### config.mk
export PLATFORM = sky130hd
export DESIGN_NAME = reg_scoreboard
export DESIGN_NICKNAME = d
export VERILOG_FILES = /design/src/rtl/reg_scoreboard.sv
export SDC_FILE = /design/constraint.sdc
export NUM_CORES = 1
export LEC_CHECK = 0
export CORE_UTILIZATION = 30
export CTS_BUF_LIST = sky130_fd_sc_hd__clkbuf_16
export DETAILED_ROUTE_END_ITERATION = 10
export GPL_TIMING_DRIVEN = 0
export PLACE_DENSITY = 0.53
export SYNTH_ARGS = -nofsm -noshare
export SYNTH_HDL_FRONTEND = slang
export SYNTH_SLANG_ARGS = --single-unit
### constraint.sdc
create_clock -name clk -period 6 [get_ports clk]
set_input_delay 0.6 -clock clk [delete_from_list [all_inputs] [get_ports clk]]
set_output_delay 0.6 -clock clk [all_outputs]
set_load 0.02 [all_outputs]
### src/rtl/reg_scoreboard.sv
// Register-file hazard scoreboard: per-register counts of writes in flight between
// issue and writeback, producing the decode stall and a running in-flight total.
module reg_scoreboard #(
    parameter int MAX_INFLIGHT = 3,
    parameter int CNT_W        = 2
) (
    input  logic        clk,
    input  logic        rst_n,
    input  logic        issue_valid,
    input  logic        issue_we,
    input  logic [4:0]  issue_rd,
    input  logic [4:0]  rs1_addr,
    input  logic [4:0]  rs2_addr,
    input  logic        rs1_used,
    input  logic        rs2_used,
    input  logic        wb_we,
    input  logic [4:0]  wb_rd,
    output logic        stall,
    output logic        issue_accept,
    output logic [31:0] pending,
    output logic [3:0]  inflight,
    output logic        err
);

    localparam logic [CNT_W-1:0] CNT_MAX = CNT_W'(MAX_INFLIGHT);

    logic [CNT_W-1:0] cnt_q [32];
    logic [CNT_W-1:0] cnt_d [32];
    logic [31:0]      pending_q, pending_d;
    logic [3:0]       inflight_q, inflight_d;
    logic             err_q, err_d;

    logic haz1, haz2, cap_haz;
    logic inc_any, dec_any;
    logic inc_done, dec_done;

    // Stall looks only at registered counts: the RF has no write-to-read bypass,
    // so a writeback in this cycle must not release the reader until the next one.
    always_comb begin
        haz1         = rs1_used && (rs1_addr != 5'd0) && (cnt_q[rs1_addr] != '0);
        haz2         = rs2_used && (rs2_addr != 5'd0) && (cnt_q[rs2_addr] != '0);
        cap_haz      = issue_we && (issue_rd != 5'd0) && (cnt_q[issue_rd] == CNT_MAX);
        stall        = issue_valid && (haz1 || haz2 || cap_haz);
        issue_accept = issue_valid && !stall;
    end

    always_comb begin
        cnt_d      = cnt_q;
        err_d      = err_q;
        inflight_d = inflight_q;
        pending_d  = '0;
        inc_done   = 1'b0;
        dec_done   = 1'b0;
        inc_any    = issue_accept && issue_we && (issue_rd != 5'd0);
        dec_any    = wb_we && (wb_rd != 5'd0);

        // Issue and writeback to the same register cancel out before any bound check.
        for (int r = 1; r < 32; r++) begin
            if (inc_any && (issue_rd == 5'(r)) && !(dec_any && (wb_rd == 5'(r)))) begin
                if (cnt_q[r] == CNT_MAX) begin
                    err_d = 1'b1;
                end else begin
                    cnt_d[r] = cnt_q[r] + CNT_W'(1);
                    inc_done = 1'b1;
                end
            end
            if (dec_any && (wb_rd == 5'(r)) && !(inc_any && (issue_rd == 5'(r)))) begin
                if (cnt_q[r] == '0) begin
                    err_d = 1'b1;
                end else begin
                    cnt_d[r] = cnt_q[r] - CNT_W'(1);
                    dec_done = 1'b1;
                end
            end
        end
        cnt_d[0] = '0;

        if (inc_done && !dec_done && (inflight_q != 4'hF)) begin
            inflight_d = inflight_q + 4'd1;
        end else if (dec_done && !inc_done && (inflight_q != 4'h0)) begin
            inflight_d = inflight_q - 4'd1;
        end

        for (int r = 1; r < 32; r++) begin
            pending_d[r] = (cnt_d[r] != '0);
        end
    end

    always_ff @(posedge clk or negedge rst_n) begin
        if (!rst_n) begin
            for (int r = 0; r < 32; r++) begin
                cnt_q[r] <= '0;
            end
            pending_q  <= '0;
            inflight_q <= '0;
            err_q      <= 1'b0;
        end else begin
            cnt_q      <= cnt_d;
            pending_q  <= pending_d;
            inflight_q <= inflight_d;
            err_q      <= err_d;
        end
    end

    assign pending  = pending_q;
    assign inflight = inflight_q;
    assign err      = err_q;

endmodule

==> impl_summary.txt <==
----------------------------------------------------
[Setup path]
  CP startpoint kind ... input pin
  Cell chain of the critical path ... clkdlybuf4s50_1 -> buf_6 -> mux4_2 -> mux4_2 -> a211oi_4 -> nand3_2 -> buf_2 -> o41ai_2 -> nand4_1 -> buf_4 -> or4_4 -> nor3_1 -> inv_1 -> ha_1 -> a21o_1 -> a21oi_2 -> or3_1 -> mux4_2
  Required time reported for the critical path endpoint ... 6230 ps
  WS Path Type ... in -> reg
  Cell mode on critical path ... sky130_fd_sc_hd__mux4_2
  Critical path peak fanout ... 10
  Beginning of the worst register-to-register path ... cnt_q[23]
  Worst setup EP type ... flip-flop
  Largest stage delay on the critical path ... 570 ps
  CP Launch Point ... issue_rd[0]
  Reg-to-reg slack, setup ... 450 ps
  Arrival time reported for the critical path endpoint ... 6100 ps
  Slowest stage cell on the critical path ... sky130_fd_sc_hd__or4_4

[Synthesis]
  Basic-gate share of the synthesized area counting and, or, nand and nor cells ... 27.92%
  Most used flip-flop cell after synthesis ... sky130_fd_sc_hd__dfrtp_1
  Sequential fraction of the synthesis area ... 33.45%
  Share of synthesized area spent on multiplexers ... 5.410%
  Post-synthesis instance area ... 0.007331 sq mm
  Ranking of synthesized cells by instance count ... sky130_fd_sc_hd__dfrtp_1 (98), sky130_fd_sc_hd__nand2_1 (94), sky130_fd_sc_hd__nor2_1 (92)
  Nets in the synthesized netlist ... 952
  Cells after synthesis ... 922
  Post-synthesis share of cell area spent on full adders, half adders and majority gates ... 0.6144%
  Most common cell in the synthesized netlist ... sky130_fd_sc_hd__dfrtp_1
  Number of distinct library cell variants in the gate-level netlist after synthesis ... 85
  Biggest area consumer among synthesized cells ... sky130_fd_sc_hd__dfrtp_1
  Number of register bits inferred by synthesis ... 98
  Fraction of synthesized cell area in xor and xnor cells ... 0.3584%
  Asr flop ratio synth ... 100.0%
  YS warnings ... 0
  Combinational family with the most area after synthesis ... simple AND/OR/NAND/NOR gates
  Fraction of post-synthesis cell area in the top cell type by area ... 33.45%
  Top cells by area in the synthesized netlist ... sky130_fd_sc_hd__dfrtp_1 (33%), sky130_fd_sc_hd__o21ai_0 (6.1%), sky130_fd_sc_hd__nand2_1 (4.8%)
  Number of enable-type register cells in the synthesized netlist ... 0
  Compound-gate portion of the synthesized area ... 26.49%
  Mean post-synth cell area ... 7.951 sq um

[STA]
  Number of max-slew violations in the final report ... 0
  Actual slew at the worst max-slew pin ... 1223 ps
  Fmax ... 170.4 MHz
  Time the final worst path needs with I/O delays and setup ... 5869 ps
  Final count of hold timing violations ... 0
  Final setup violating endpoints ... 0
  Clock tree skew after final layout ... 6.378 ps
  Fraction of the cycle the final worst path needs ... 97.81%
  Max transition margin ... 17.87%

[Clocking]
  CTS clock-pin slew for the worst setup and hold paths ... 70 ps
  Number of hold buffers added after cts ... 0
  Clock net sink count ... 98
  Clock H-tree levels ... 3
  Maximum number of buffers from clock root to sink ... 2
  Clock Root Buffer ... sky130_fd_sc_hd__clkbuf_16
  Clock latency at the later pin of the worst-skew pair ... 360 ps
  Inserted Clock Buffers ... 9
  TritonCTS clock tree ... built

[Cells and area]
  Nets ... 1028
  Layout cell share with drive strength beyond 1 ... 12.29%
  Post-route cell area ... 0.008775 sq mm
  Area overhead of the layout relative to synthesis ... 19.70%
  Count of non-filler cells in the finished layout ... 1320
  N_diodes ... 0

[Run]
  Number of max-cap violations ... 0

[Place]
  Routability congestion estimate ... 0.9846
  Port Buffers ... 57
  Post-detail-place hpwl ... 22.15 mm
  Cell area after placement ... 0.008325 sq mm
  Number of cells in the design after placement ... 1299

[Worst hold path]
  Path class of the lowest-slack min-delay path ... in -> async

[Die]
  Starting utilization of the core area ... 30.86%
  Num rows ... 56
  Horizontal die dimension ... 158.3 um
  Total I/O pin count ... 66
  Vertical die dimension ... 158.3 um
  Die Outline Area ... 0.02507 sq mm
  Floorplan core area ... 0.02375 sq mm

[Detailed routing]
  Post-detailed-routing wire length ... 28.48 mm
  Post-route DRC ... 0
  Average wire per standard cell ... 21.57 um
  Total number of vias ... 7760
  Average via count per standard cell ... 5.879
  Count of antenna-violating nets left after detailed routing ... 0
  Iteration-0 DRC Markers ... 839
  Number of detailed-routing iterations run before antenna repair ... 6

[Pwr]
  Max VDD drop ... 0.1548 mV
  Leakage dissipation ... 3.412 nW
  Power density over the cells ... 308.2 mW/mm^2

[Global routing]
  Total routing usage reported by global routing ... 23.14%
  Number of antenna violations at the first check in global routing ... 0
  Pin count of the biggest net entering global routing ... 55
  Global-route wire length before repair ... 42.77 mm
  Number of global-route vias before repair ... 7067
  Grt ovf ... 0

[Outcome]
  Status ... completed

----------------------------------------------------
## logic make-up after synthesis
logic type,after synthesis
multiplexers,22
flip-flops,98
other,1
XOR/XNOR,3
adder cells (fa/ha/maj),3
AND/OR/NAND/NOR,399
AO/OA/AOI/OAI,292
buffers and inverters,104
## power breakdown
part | leakage [nW] | total, mW | internal, mW | switching (mW)
Sequential | 1.21 | 1.04 | 0.840 | 0.200
Clock | 0.131 | 0.577 | 0.318 | 0.260
Combinational | 2.07 | 1.09 | 0.462 | 0.625
## critical path, delay by kind of cell
| kind | cells | cell delay (ps) |
|---|---|---|
| multiplexers | 3 | 1570 |
| AO/OA/AOI/OAI | 4 | 880 |
| buffers and inverters | 5 | 1340 |
| AND/OR/NAND/NOR | 5 | 1410 |
| adder cells (fa/ha/maj) | 1 | 290 |
## layout make-up
type	count	area, sq um
clock inverters	5	57.56
inverters	55	206.4
repair buffers	66	655.6
clock buffers	9	225.2
well taps	319	399.1
fillers	2474	14980
multi-input cells	720	4554
flip-flops and latches	98	2452
plain buffers	48	224.0
## stage by stage
stage	util, %	total power [mW]	TNS, ps	worst slack [ps]	hold slack, ps
floorplan	-	1.650	0	962.6	304.4
global placement	34.95	2.089	-927.5	-571.7	531.1
detailed placement	35.05	2.094	-773.6	-511.8	538.7
CTS	36.36	2.691	0	26.47	278.2
global route	36.94	2.877	-25.48	-25.48	308.2
finish	36.94	2.704	0	131.3	245.6
## registers in the layout (all words and copies together) (netlist names)
signal / cells
cnt_q: 62
pending: 31
inflight: 4
err: 1
## path summary, 6_finish.rpt
check                               to  cells past startpoint
max                        inflight[3]                     18
min                        pending[28]                      1
max reg2reg                inflight[3]                     19
min reg2reg                  cnt_q[26]                      1
max in group asynchronous    cnt_q[54]                      2
min in group clk             cnt_q[26]                      1
## layer usage
metal	vias to the layer above	wire length [um]	global-route usage [%]
li1	3588	-	-
met4	0	852	7.555
met2	365	12050	34.27
met1	3741	12930	32.83
met3	66	2650	5.471
met5	-	0	0
## layout by cell type, fill, tap and decap left out, drive strengths merged, types with 8 or more instances in the layout
cell and count:
clkbuf 45, o31ai 17, buf 22, nand4 15
nand2 94, o21ai 90, inv 54, o211ai 10
nor2 92, a211oi 23, nor3 43, nand3 22
nor2b 8, and3 9, o22ai 9, clkdlybuf4s50 56
a21oi 57, dfrtp 98, nand2b 15, nor4 21
mux4 14, or2 42
## repair_timing
action | in CTS | in global routing
pin swaps | 1 | 4
buffers inserted | 2 | 6
setup endpoints to repair | 1 | 3
gates resized for setup | 6 | 24
No activity file was read; power rests on OpenSTA's default activity.
